`src/rtl/mux4_rr_arbiter_pkg.sv`:
```
// Shared types and defaults for the four-way round-robin mux arbiter.
// Holds the state encoding and the rotating priority scan.
package mux4_rr_arbiter_pkg;

   typedef enum logic {
      IDLE  = 1'b0,
      GRANT = 1'b1
   } state_t;

   localparam int HOLD_CYCLES_DEF = 4;
   localparam int CNT_W_DEF       = 3;

   // First requester at or after ptr, wrapping 3 -> 0.
   function automatic logic [1:0] rr_pick(
      input logic [3:0] req,
      input logic [1:0] ptr
   );
      logic [1:0] idx;
      logic       found;
      rr_pick = ptr;
      found   = 1'b0;
      for (int k = 0; k < 4; k++) begin
         idx = ptr + 2'(k);
         if (!found && req[idx]) begin
            rr_pick = idx;
            found   = 1'b1;
         end
      end
   endfunction

endpackage

```
`src/rtl/mux4_rr_arbiter_if.sv`:
```
// Requester-side bundle of the round-robin mux arbiter.
// master drives requests and data; slave is the arbiter.
interface mux4_rr_arbiter_if #(
   parameter int CNT_W = 3
);
   logic [3:0]       req;
   logic [3:0]       data;
   logic [3:0]       grant;
   logic [1:0]       sel;
   logic             busy;
   logic             m;
   logic [CNT_W-1:0] hold_cnt;

   modport master (
      output req, data,
      input  grant, sel, busy, m, hold_cnt
   );

   modport slave (
      input  req, data,
      output grant, sel, busy, m, hold_cnt
   );
endinterface

```
`src/rtl/mux4_rr_arbiter_mux4to1.sv`:
```
// Plain 4-to-1 single-bit mux, select {s1,s0}.
// u/v/w/x are inputs 0..3.
module mux4to1 (
   input  logic u,
   input  logic v,
   input  logic w,
   input  logic x,
   input  logic s0,
   input  logic s1,
   output logic y
);
   assign y = s1 ? (s0 ? x : w)
                 : (s0 ? v : u);
endmodule

```
`src/rtl/mux4_rr_arbiter.sv`:
```
// Round-robin arbiter sharing one 4-to-1 mux among four requesters.
// Grants are held at most HOLD_CYCLES cycles with one idle gap between.
module mux4_rr_arbiter
   import mux4_rr_arbiter_pkg::*;
#(
   parameter int HOLD_CYCLES = HOLD_CYCLES_DEF,
   parameter int CNT_W       = CNT_W_DEF
) (
   input  logic              clock,
   input  logic              reset,
   mux4_rr_arbiter_if.slave  bus
);

   localparam logic [CNT_W-1:0] LAST = CNT_W'(HOLD_CYCLES - 1);

   state_t           state_q, state_d;
   logic [3:0]       grant_q, grant_d;
   logic [1:0]       sel_q, sel_d;
   logic [1:0]       ptr_q, ptr_d;
   logic [CNT_W-1:0] cnt_q, cnt_d;
   logic [1:0]       pick;
   logic             busy;
   logic             mux_y;

   assign pick = rr_pick(bus.req, ptr_q);
   assign busy = (state_q == GRANT);

   always_comb begin
      state_d = state_q;
      grant_d = grant_q;
      sel_d   = sel_q;
      ptr_d   = ptr_q;
      cnt_d   = cnt_q;
      unique case (state_q)
         IDLE: begin
            if (|bus.req) begin
               state_d = GRANT;
               grant_d = 4'b0001 << pick;
               sel_d   = pick;
               cnt_d   = '0;
            end
         end
         GRANT: begin
            // sel_q names the owner; it survives release.
            if (!bus.req[sel_q] || cnt_q == LAST) begin
               state_d = IDLE;
               grant_d = '0;
               cnt_d   = '0;
               ptr_d   = sel_q + 2'd1;
            end else begin
               cnt_d = cnt_q + CNT_W'(1);
            end
         end
         default: begin
            state_d = IDLE;
            grant_d = '0;
            cnt_d   = '0;
         end
      endcase
   end

   always_ff @(posedge clock) begin
      if (reset) begin
         state_q <= IDLE;
         grant_q <= '0;
         sel_q   <= '0;
         ptr_q   <= '0;
         cnt_q   <= '0;
      end else begin
         state_q <= state_d;
         grant_q <= grant_d;
         sel_q   <= sel_d;
         ptr_q   <= ptr_d;
         cnt_q   <= cnt_d;
      end
   end

   mux4to1 u_mux (
      .u  (bus.data[0]),
      .v  (bus.data[1]),
      .w  (bus.data[2]),
      .x  (bus.data[3]),
      .s0 (sel_q[0]),
      .s1 (sel_q[1]),
      .y  (mux_y)
   );

   assign bus.grant    = grant_q;
   assign bus.sel      = sel_q;
   assign bus.busy     = busy;
   assign bus.hold_cnt = cnt_q;
   assign bus.m        = mux_y & busy;

endmodule

```
`src/flat_wrapper.sv`:
```
// flat-port wrapper written by rule: the top's interface ports become plain ports
module mux4_rr_arbiter_flat import mux4_rr_arbiter_pkg::*;
#(
   parameter int HOLD_CYCLES = HOLD_CYCLES_DEF,
   parameter int CNT_W       = CNT_W_DEF
)
  (clock, reset, bus_req, bus_data, bus_grant, bus_sel, bus_busy, bus_m, bus_hold_cnt);
  mux4_rr_arbiter_if #(.CNT_W(CNT_W)) bus_i ();
  input  logic clock;
  input  logic reset;
  input wire logic [$bits(bus_i.req)-1:0] bus_req;
  input wire logic [$bits(bus_i.data)-1:0] bus_data;
  output wire logic [$bits(bus_i.grant)-1:0] bus_grant;
  output wire logic [$bits(bus_i.sel)-1:0] bus_sel;
  output wire logic [$bits(bus_i.busy)-1:0] bus_busy;
  output wire logic [$bits(bus_i.m)-1:0] bus_m;
  output wire logic [$bits(bus_i.hold_cnt)-1:0] bus_hold_cnt;
  assign bus_i.req = bus_req;
  assign bus_i.data = bus_data;
  assign bus_grant = bus_i.grant;
  assign bus_sel = bus_i.sel;
  assign bus_busy = bus_i.busy;
  assign bus_m = bus_i.m;
  assign bus_hold_cnt = bus_i.hold_cnt;
  mux4_rr_arbiter #(.HOLD_CYCLES(HOLD_CYCLES), .CNT_W(CNT_W)) u_core (.clock(clock), .reset(reset), .bus(bus_i));
endmodule
```
`config.mk`:
```
export PLATFORM = sky130hd
export DESIGN_NAME = mux4_rr_arbiter_flat
export DESIGN_NICKNAME = d
export VERILOG_FILES = /design/src/rtl/mux4_rr_arbiter_pkg.sv /design/src/rtl/mux4_rr_arbiter_if.sv /design/src/rtl/mux4_rr_arbiter_mux4to1.sv /design/src/rtl/mux4_rr_arbiter.sv /design/src/flat_wrapper.sv
export SDC_FILE = /design/constraint.sdc
export NUM_CORES = 1
export LEC_CHECK = 0
export CAP_MARGIN = 25
export CORE_MARGIN = 2
export CORE_UTILIZATION = 35
export CTS_BUF_LIST = sky130_fd_sc_hd__clkbuf_16
export DETAILED_ROUTE_END_ITERATION = 8
export PLACE_DENSITY_LB_ADDON = 0.3
export RECOVER_POWER = 25
export SETUP_SLACK_MARGIN = 0.4
export SKIP_CTS_REPAIR_TIMING = 1
export SLEW_MARGIN = 30
export SYNTH_ARGS = -nofsm -noshare
export SYNTH_HDL_FRONTEND = slang
export SYNTH_SLANG_ARGS = --single-unit
```
`constraint.sdc`:
```
create_clock -name clock -period 1.4 [get_ports clock]
set_input_delay 0.21 -clock clock [delete_from_list [all_inputs] [get_ports clock]]
set_output_delay 0.21 -clock clock [all_outputs]
set_load 0.02 [all_outputs]
```
# Yosys cells after proc, flatten, opt, wreduce, memory -nomap -nowiden
# Cells that the tools add are included.
# totals
inputBits,10
wordCells,61
reg_bits,12
# classes
n_reduce_logical,12
n_addsub,5
n_bitwise,2
order_cmp,5
n_mux,28
n_eq_ne,3
shift,1
# ops
cell,n
< comparator 2 x 3 -> 1 bit (second input constant),5
two-way mux 1 bit,13
binary-select mux 1 bit (select 2 bit),5
two-way mux 4 bit,2
one-hot mux 4 bit (2 select lines),1
two-way mux 2 bit,3
two-way mux 3 bit,2
one-hot mux 3 bit (2 select lines),1
AND reduction 2 bit,3
adder 2 x 1 -> 2 bit (second input constant),2
adder 2 bit (second input constant),2
logical NOT 1 bit,4
OR reduction 4 bit,1
left shift 1 x 2 -> 4 bit (first input constant),1
adder 3 x 1 -> 3 bit (second input constant),1
== test 3 x 2 -> 1 bit (second input constant),1
logical AND 1 bit,3
inequality test 2 x 1 -> 1 bit (second input constant),1
inequality test 2 bit (second input constant),1
one-hot mux 1 bit (2 select lines),1
bitwise AND 1 bit,1
logical OR 1 bit,1
NOT 1 bit,1

# Longest topological paths before layout
# Gate-level depths: netlist of run 1.
# depth
word_depth,15
mapped_depth,7

# Modules after synthesis
# A second synthesis of run 1 with hierarchy kept.
# unflattened
cells_unflattened,75
area_unflattened_um2,668.1
# by_module_without_submodules
module,area_per_inst_um2,cells_per_inst,seq_area_each_um2,instances
mux4_rr_arbiter,645.6,74,240.2,1
mux4to1,22.5,1,0.0,1

# Worst setup path before layout of run 1
# OpenSTA, ideal clock, no wires.
# synth_path
path_type,register to register
from,register u_core.sel_q[0] (netlist: u_core.bus.sel[0])
to,register u_core.grant_q[1] (netlist: u_core.bus.grant[1])
t_arrival_ns,1.438
required_time_ns,1.272
stages_incl_launch_ff,6
path_buffers,0
path_slack_ns,-0.166
cell_sequence,dfxtp_1 -> mux4_2 -> nand3_1 -> nand2_1 -> a22oi_2 -> nor2_1
# synth_via
elab_chain_cells,6
# synth_rtl
item,line,source
from (decl),mux4_rr_arbiter.sv:18,"logic [1:0] sel_q, sel_d;"
from (signal assigned),mux4_rr_arbiter.sv:72,sel_q <= sel_d;
binary-select mux 1 bit (select 2 bit),mux4_rr_arbiter.sv:45,if (!bus.req[sel_q] || cnt_q == LAST) begin
two-way mux 1 bit (not written as such),mux4_rr_arbiter.sv:45,
logical NOT 1 bit,mux4_rr_arbiter.sv:45,
logical OR 1 bit,mux4_rr_arbiter.sv:45,
inequality test 2 bit (no line),--,
AND reduction 2 bit (no line),--,
to (signal assigned),mux4_rr_arbiter.sv:71,grant_q <= grant_d;
to (decl),mux4_rr_arbiter.sv:17,"logic [3:0] grant_q, grant_d;"
# Every way passes these cells. The select of a mux whose other input is x is not followed.
# A chain may end at the register's enable or synchronous reset.

# Worst setup path in the final report of run 1
# layout_path
from,register u_core.sel_q[0] (netlist: u_core.bus.sel[0])
to,register u_core.ptr_q[0]
# layout_via
elab_chain_cells,5
word_cells_on_any_way,6
classes_between,1 x add/sub; 2 x mux; 3 x reduce/logical
# layout_rtl
item,line,source
binary-select mux 1 bit (select 2 bit),mux4_rr_arbiter.sv:45,
two-way mux 1 bit (not written as such),mux4_rr_arbiter.sv:45,
logical NOT 1 bit,mux4_rr_arbiter.sv:45,
logical OR 1 bit,mux4_rr_arbiter.sv:45,
AND reduction 2 bit (no line),--,
to (signal assigned),mux4_rr_arbiter.sv:73,ptr_q <= ptr_d;
to (decl),mux4_rr_arbiter.sv:19,"logic [1:0] ptr_q, ptr_d;"
# Parallel ways exist; a longest one is shown, timed or not. The select of a mux whose other input is x is not followed.

==> run_results.csv, run 1 <==
group,metric,value,unit
layout,most_common_cell_after_layout_fill_and_taps_aside,"sky130_fd_sc_hd__buf_4",
synthesis,synth-seq-cells,12,
sta,fmaxAchievable,606,MHz
sta,worst_slack,-0.249,ns
drt,drtPass1Iterations,4,
power,power_switching_share,26.5,%
sta,max_slew_margin,76.3,%
sta,finalSetupViolCount,11,
drt,ant_nets,0,
die,coreArea,1760,um2
synthesis,syn_area_per_cell,8.86,um2
layout,num-fill-cells,151,
die,rows,15,
layout,antennaDiodeCount,0,
run,cap_viol_max_count,0,
power,worst_ir_drop_on_vdd,0.855,mV
power,power,1.26,mW
synthesis,synth_sequential_area_ratio,36.2,%
sta,final.hold.worst_slack,0.466,ns
sta,clock_skew,0.00495,ns
synthesis,yosys.cell_types.count,31,
synthesis,synthesis.nets,87,
power,power.sequential.fraction,31.3,%
global_routing,grt_pass1_wl,2520,um
clocking,cts_tree,"done",
drt,via_per_inst,4.98,
placed_design,gpl_wtd_cong,0.788,
synthesis,post-synth-top-area-cell,"sky130_fd_sc_hd__dfxtp_1",
status,violated_checks,"setup timing",
power,total_leakage_power,0.503,nW
placed_design,buffer_ports.inserted,20,
clocking,root_driver,"sky130_fd_sc_hd__clkbuf_16",
layout,num-nets-final,125,
power,power.share.combinational,27.7,%
layout,syn_to_final_growth,72.9,%
layout,multi_input_area,473,um2
die,initial_utilization,37.7,%
clocking,count_of_clock_tree_sinks,12,
drt,post-route-drc-count,0,
placed_design,dpl.hpwl,1260,um
sta,finalCritPeriodShare,118,%
clocking,cts_made_buffers,3,
die,floorplan.die.height,47.6,um
global_routing,grt_max_degree,8,
sta,tightestPinTransition,0.354,ns
clocking,cts.path.max_buffers,2,
global_routing,grt_antenna_before_repair,0,
status,status,"complete, but fails checks",
sta,slew_viol_final,0,
worst_setup_path,crit_path_end_kind,"flip-flop",
global_routing,grt_pass1_vias,584,
die,dieArea,2260,um2
layout,fin_util,65.1,%
clocking,clock_insertion_delay_worst_skew,0.24,ns
worst_setup_path,worstPathRequired,1.53,ns
hold_path,timing.hold.worst.class,"reg2reg",
drt,dr_total_vias,682,
global_routing,grt-ovfl-total,0,
power,power_per_cell_area,1100,nW/um2
drt,avgRoutedWirePerCell,13.2,um
layout,share_of_cells_above_drive_strength_1,49.1,%
worst_setup_path,critPathMaxFanout,4,
clocking,cts.clk_slew.worst_paths,0.05,ns
worst_setup_path,cp_data_arrival_time,1.77,ns
worst_setup_path,crit_path_top_delay_cell,"sky130_fd_sc_hd__mux4_2",
global_routing,gr-usage-all-layers,16.3,%
synthesis,synth_largest_type_area_fraction,36.2,%
placed_design,dp_slack,-0.577,ns
drt,drt_iter0_markers,8,
sta,final.min_clock_period,1.65,ns
drt,routed_wl,1810,um
power,p_int,928,uW
synthesis,synth.yosys.warnings,0,
worst_setup_path,critical_path.cell_chain,"buf_6 > mux4_2 > a21boi_4 > mux2i_1 > nor2_1",
sta,grt_setup_unrepaired,"yes",
die,die_width,47.6,um
synthesis,synth_area_leaders,"sky130_fd_sc_hd__dfxtp_1, sky130_fd_sc_hd__mux4_2, sky130_fd_sc_hd__nor2_1, sky130_fd_sc_hd__a21oi_1, sky130_fd_sc_hd__ha_1",
worst_setup_path,criticalPathCategory,"reg2reg",
layout,mostFrequentLayoutCells,"sky130_fd_sc_hd__buf_4, sky130_fd_sc_hd__nor2_1, sky130_fd_sc_hd__dfxtp_1",
power,p_clk_share,41.0,%
synthesis,postSynthCellCount,75,
clocking,ctsHtreeMaxLevel,1,
sta,final-hold-violation-count,0,
worst_setup_path,worst_setup_path_start_kind,"flip-flop",
synthesis,synth_cell_area,664,um2
power,net-switching-power,335,uW
layout,ff_latch_area,249,um2
die,boundaryPins,21,
worst_setup_path,slowest_delay,0.56,ns
## state kept, by name, summed over array words and instances (netlist names)
name                 cells
u_core.bus.grant         4
u_core.bus.hold_cnt      3
u_core.bus.sel           2
u_core.ptr_q             2
u_core.bus.busy          1
## worst paths after layout
check | from | endpoint | slack [ns] | cells past startpoint
worst max-delay path | u_core.bus.sel[0] | u_core.ptr_q[0] | -0.25 | 5
worst min-delay path | u_core.bus.grant[0] | u_core.bus.grant[0] | 0.47 | 2
worst max register to register | u_core.bus.sel[0] | u_core.ptr_q[0] | -0.25 | 5
worst min register to register | u_core.bus.grant[0] | u_core.bus.grant[0] | 0.47 | 2
## power groups by stage
stage / clock, mW / combinational [mW] / sequential [mW]
5_1_grt: 0.549 / 0.375 / 0.397
3_3_place_gp: 0 / 0.306 / 0.394
6_report: 0.518 / 0.350 / 0.395
2_1_floorplan: 0 / 0.146 / 0.418
4_1_cts: 0.526 / 0.315 / 0.389
3_5_place_dp: 0 / 0.314 / 0.395
## cell usage after synthesis
| master | instances |
|---|---|
| sky130_fd_sc_hd__and3b_4 | 1 |
| sky130_fd_sc_hd__or4_4 | 1 |
| sky130_fd_sc_hd__a21boi_2 | 1 |
| sky130_fd_sc_hd__buf_4 | 2 |
| sky130_fd_sc_hd__a22oi_2 | 1 |
| sky130_fd_sc_hd__mux2i_1 | 2 |
| sky130_fd_sc_hd__nor2_1 | 12 |
| sky130_fd_sc_hd__inv_1 | 6 |
| sky130_fd_sc_hd__and3b_1 | 1 |
| sky130_fd_sc_hd__mux4_2 | 2 |
| sky130_fd_sc_hd__ha_1 | 2 |
| sky130_fd_sc_hd__nand2_1 | 3 |
| sky130_fd_sc_hd__a21oi_1 | 7 |
| sky130_fd_sc_hd__a32o_1 | 1 |
| sky130_fd_sc_hd__o221a_2 | 1 |
| sky130_fd_sc_hd__a22o_1 | 1 |
| sky130_fd_sc_hd__and2b_1 | 1 |
| sky130_fd_sc_hd__xnor2_1 | 1 |
| sky130_fd_sc_hd__nand2b_1 | 2 |
| sky130_fd_sc_hd__a22oi_1 | 1 |
| sky130_fd_sc_hd__a211oi_1 | 1 |
| sky130_fd_sc_hd__or2_2 | 1 |
| sky130_fd_sc_hd__nor2b_1 | 3 |
| sky130_fd_sc_hd__nand3_1 | 1 |
| sky130_fd_sc_hd__dfxtp_1 | 12 |
| sky130_fd_sc_hd__clkbuf_1 | 1 |
| sky130_fd_sc_hd__o21ai_0 | 2 |
| sky130_fd_sc_hd__nor3_1 | 2 |
| sky130_fd_sc_hd__nor4_1 | 1 |
| sky130_fd_sc_hd__a21oi_2 | 1 |
| sky130_fd_sc_hd__and2_1 | 1 |
## metrics by stage
| step | std cells | area [um2] | TNS [ns] |
|---|---|---|---|
| floorplan | 75 | 686 | -0.110 |
| global placement | 132 | 1010 | -5.51 |
| detailed placement | 132 | 1010 | -5.95 |
| CTS | 136 | 1090 | -3.41 |
| global route | 137 | 1150 | -2.24 |
| finish | 137 | 1150 | -1.77 |
## final cells by class
| type | count | share of cell area (%) |
|---|---|---|
| clock buffer | 3 | 6.54 |
| clock inverter | 1 | 0.327 |
| inverter | 6 | 1.96 |
| multi-input combinational | 54 | 41.2 |
| sequential | 12 | 21.7 |
| tap | 25 | 2.72 |
| timing repair buffer | 36 | 25.6 |
## cell families after synthesis
| group | synth area share (%) |
|---|---|
| adders and majority gates | 3.77 |
| xor gates and xnor gates | 1.32 |
| muxes | 9.79 |
| buffers and inverters | 6.21 |
| DFF | 36.2 |
| AOI/OAI and AO/OA | 18.5 |
| and+or+nand+nor | 24.3 |
## critical path: cells and delay by family, from the launching register on
| family | cells | cell delay, ns |
|---|---|---|
| flip-flops | 1 | 0.35 |
| AO/OA/AOI/OAI | 1 | 0.24 |
| multiplexers | 2 | 0.78 |
| buffers and inverters | 1 | 0.11 |
| AND/OR/NAND/NOR | 1 | 0.05 |
## per-layer routing
layer	GRT usage [%]	vias up	routed length [um]
met4	9.73	0	22
li1	-	336	-
met5	0	-	0
met1	20.9	329	816
met2	25.9	15	913
met3	2.26	2	53
No activity file was read; power rests on OpenSTA's default activity.
==> run 2, diff against run 1 <==
--- a/config.mk
+++ b/config.mk
@@ -10,6 +10,7 @@
 export CORE_UTILIZATION = 35
 export CTS_BUF_LIST = sky130_fd_sc_hd__clkbuf_16
 export DETAILED_ROUTE_END_ITERATION = 8
+export MAX_ROUTING_LAYER = met4
 export PLACE_DENSITY_LB_ADDON = 0.3
 export RECOVER_POWER = 25
 export SETUP_SLACK_MARGIN = 0.4
==> run 2 against run 1 <==
  * The run still ends with setup timing left
  * Sequential power about the same
  * Combinational power hardly changed
  * Worst hold slack barely moved
  * Routed wire length fell by 0.33%
  * Register-to-register slack is essentially flat
  * Highest routed layer unchanged
==> run_results.csv, run 2 (synthesis results as in run 1) <==
group,metric,value,unit
status,status,"complete, but fails checks",
status,violated_checks,"setup timing",
sta,finalSetupViolCount,11,
drt,routed_wl,1800,um
worst_setup_path,crit_path_end_kind,"flip-flop",
drt,ant_nets,0,
worst_setup_path,criticalPathCategory,"reg2reg",
global_routing,grt_pass1_wl,2520,um
global_routing,grt_max_degree,8,
placed_design,gpl_wtd_cong,0.799,
layout,most_common_cell_after_layout_fill_and_taps_aside,"sky130_fd_sc_hd__buf_4",
run,cap_viol_max_count,0,
global_routing,grt-ovfl-total,0,
sta,max_slew_margin,76.5,%
drt,avgRoutedWirePerCell,13.1,um
die,dieArea,2260,um2
placed_design,dp_slack,-0.577,ns
placed_design,post_dp_cell_area,1010,um2
power,p_int,928,uW
clocking,cts.path.max_buffers,2,
worst_setup_path,critPathMaxFanout,4,
global_routing,gr-usage-all-layers,16.8,%
sta,slew_viol_final,0,
worst_setup_path,rrSetupSlack,-0.25,ns
worst_setup_path,cp_data_arrival_time,1.77,ns
placed_design,dpl.hpwl,1260,um
die,rows,15,
clocking,count_of_clock_tree_sinks,12,
power,power_switching_share,26.5,%
clocking,cts.clk_slew.worst_paths,0.05,ns
sta,final.hold.worst_slack,0.466,ns
layout,number_of_flip_flops_in_the_largest_register,4,
layout,antennaDiodeCount,0,
global_routing,grt_pass1_vias,582,
sta,final-hold-violation-count,0,
placed_design,buffer_ports.inserted,20,
drt,via_per_inst,4.96,
clocking,clock_insertion_delay_worst_skew,0.24,ns
die,boundaryPins,21,
die,die_width,47.6,um
clocking,cts_tree,"done",
layout,num-nets-final,125,
power,worst_ir_drop_on_vdd,0.857,mV
drt,drtPass1Iterations,3,
power,power.share.combinational,27.7,%
worst_setup_path,critical_path.cell_chain,"buf_6 > mux4_2 > a21boi_4 > mux2i_1 > nor2_1",
layout,mostFrequentLayoutCells,"sky130_fd_sc_hd__buf_4, sky130_fd_sc_hd__nor2_1, sky130_fd_sc_hd__dfxtp_1",
sta,finalCritPeriodShare,118,%
clocking,cts_made_buffers,3,
hold_path,timing.hold.worst.class,"reg2reg",
clocking,root_driver,"sky130_fd_sc_hd__clkbuf_16",
worst_setup_path,critical-path-top-delay-family,"multiplexers",
worst_setup_path,worstPathRequired,1.53,ns
worst_setup_path,worst-path-buf-inv,1,
layout,final_cell_area,1150,um2
sta,tightestPinTransition,0.352,ns
drt,post-route-drc-count,0,
power,power.sequential.fraction,31.2,%
drt,dr_total_vias,680,
power,p_clk_share,41.1,%
worst_setup_path,worst_setup_path_start_kind,"flip-flop",
layout,syn_to_final_growth,72.9,%
sta,final.min_clock_period,1.65,ns
sta,fmaxAchievable,606,MHz
power,total_leakage_power,0.503,nW
die,coreArea,1760,um2
die,floorplan.die.height,47.6,um
power,net-switching-power,335,uW
worst_setup_path,slowest_delay,0.56,ns
sta,grt_setup_unrepaired,"yes",
clocking,ctsHtreeMaxLevel,1,
global_routing,grt_antenna_before_repair,0,
power,power_per_cell_area,1100,nW/um2
die,initial_utilization,37.7,%
drt,drt_iter0_markers,8,
sta,worst_slack,-0.249,ns
sta,clock_skew,0.00516,ns
worst_setup_path,crit_path_top_delay_cell,"sky130_fd_sc_hd__mux4_2",
layout,share_of_cells_above_drive_strength_1,49.1,%
==> run 2: cell counts in the layout (fill, tap and decap cells not counted) <==
Identical to the previous run, type by type.
==> run 2: final cells by class <==
class | count | area [um2]
fill | 151 | 616
multi-input combinational | 54 | 473
timing repair buffer | 36 | 294
sequential | 12 | 249
clock buffer | 3 | 75.1
tap | 25 | 31.3
inverter | 6 | 22.5
clock inverter | 1 | 3.75
==> run 2: metrics by stage <==
| step | power, mW | setup TNS [ns] | utilization [%] | std cells |
|---|---|---|---|---|
| 2_1_floorplan | 0.564 | -0.110 | - | 75 |
| 6_report | 1.26 | -1.76 | 65.1 | 137 |
| 3_5_place_dp | 0.709 | -5.95 | 57.3 | 132 |
| 4_1_cts | 1.23 | -3.41 | 61.8 | 136 |
| 3_3_place_gp | 0.700 | -5.51 | 57.3 | 132 |
| 5_1_grt | 1.32 | -2.24 | 65.1 | 137 |
==> run 2: power by group through the flow <==
stage	clock network (mW)	logic, mW	registers (mW)
2_1_floorplan	0	0.146	0.418
3_3_place_gp	0	0.306	0.394
4_1_cts	0.526	0.315	0.389
3_5_place_dp	0	0.314	0.395
6_report	0.519	0.350	0.395
5_1_grt	0.549	0.375	0.397
==> run 2: layer usage <==
| metal | GRT usage, % | vias up | part of all wire, % |
|---|---|---|---|
| met1 | 20.9 | 330 | 45 |
| met2 | 25.9 | 11 | 51 |
| met4 | 9.73 | 0 | 1.2 |
| met5 | - | - | 0 |
| li1 | - | 337 | - |
| met3 | 2.26 | 2 | 2.7 |
==> run 2: worst min-delay path, delay by kind of cell, from the launching register on <==
kind,cells,cell delay [ns]
AO/OA/AOI/OAI,1,0.04
flip-flops,1,0.31
AND/OR/NAND/NOR,1,0.07
==> run 2: final timing paths <==
path	end	cells after the start	start
worst max-delay path	u_core.ptr_q[0]	5	u_core.bus.sel[0]
worst min-delay path	u_core.bus.grant[0]	2	u_core.bus.grant[0]
worst max register to register	u_core.ptr_q[0]	5	u_core.bus.sel[0]
worst min register to register	u_core.bus.grant[0]	2	u_core.bus.grant[0]
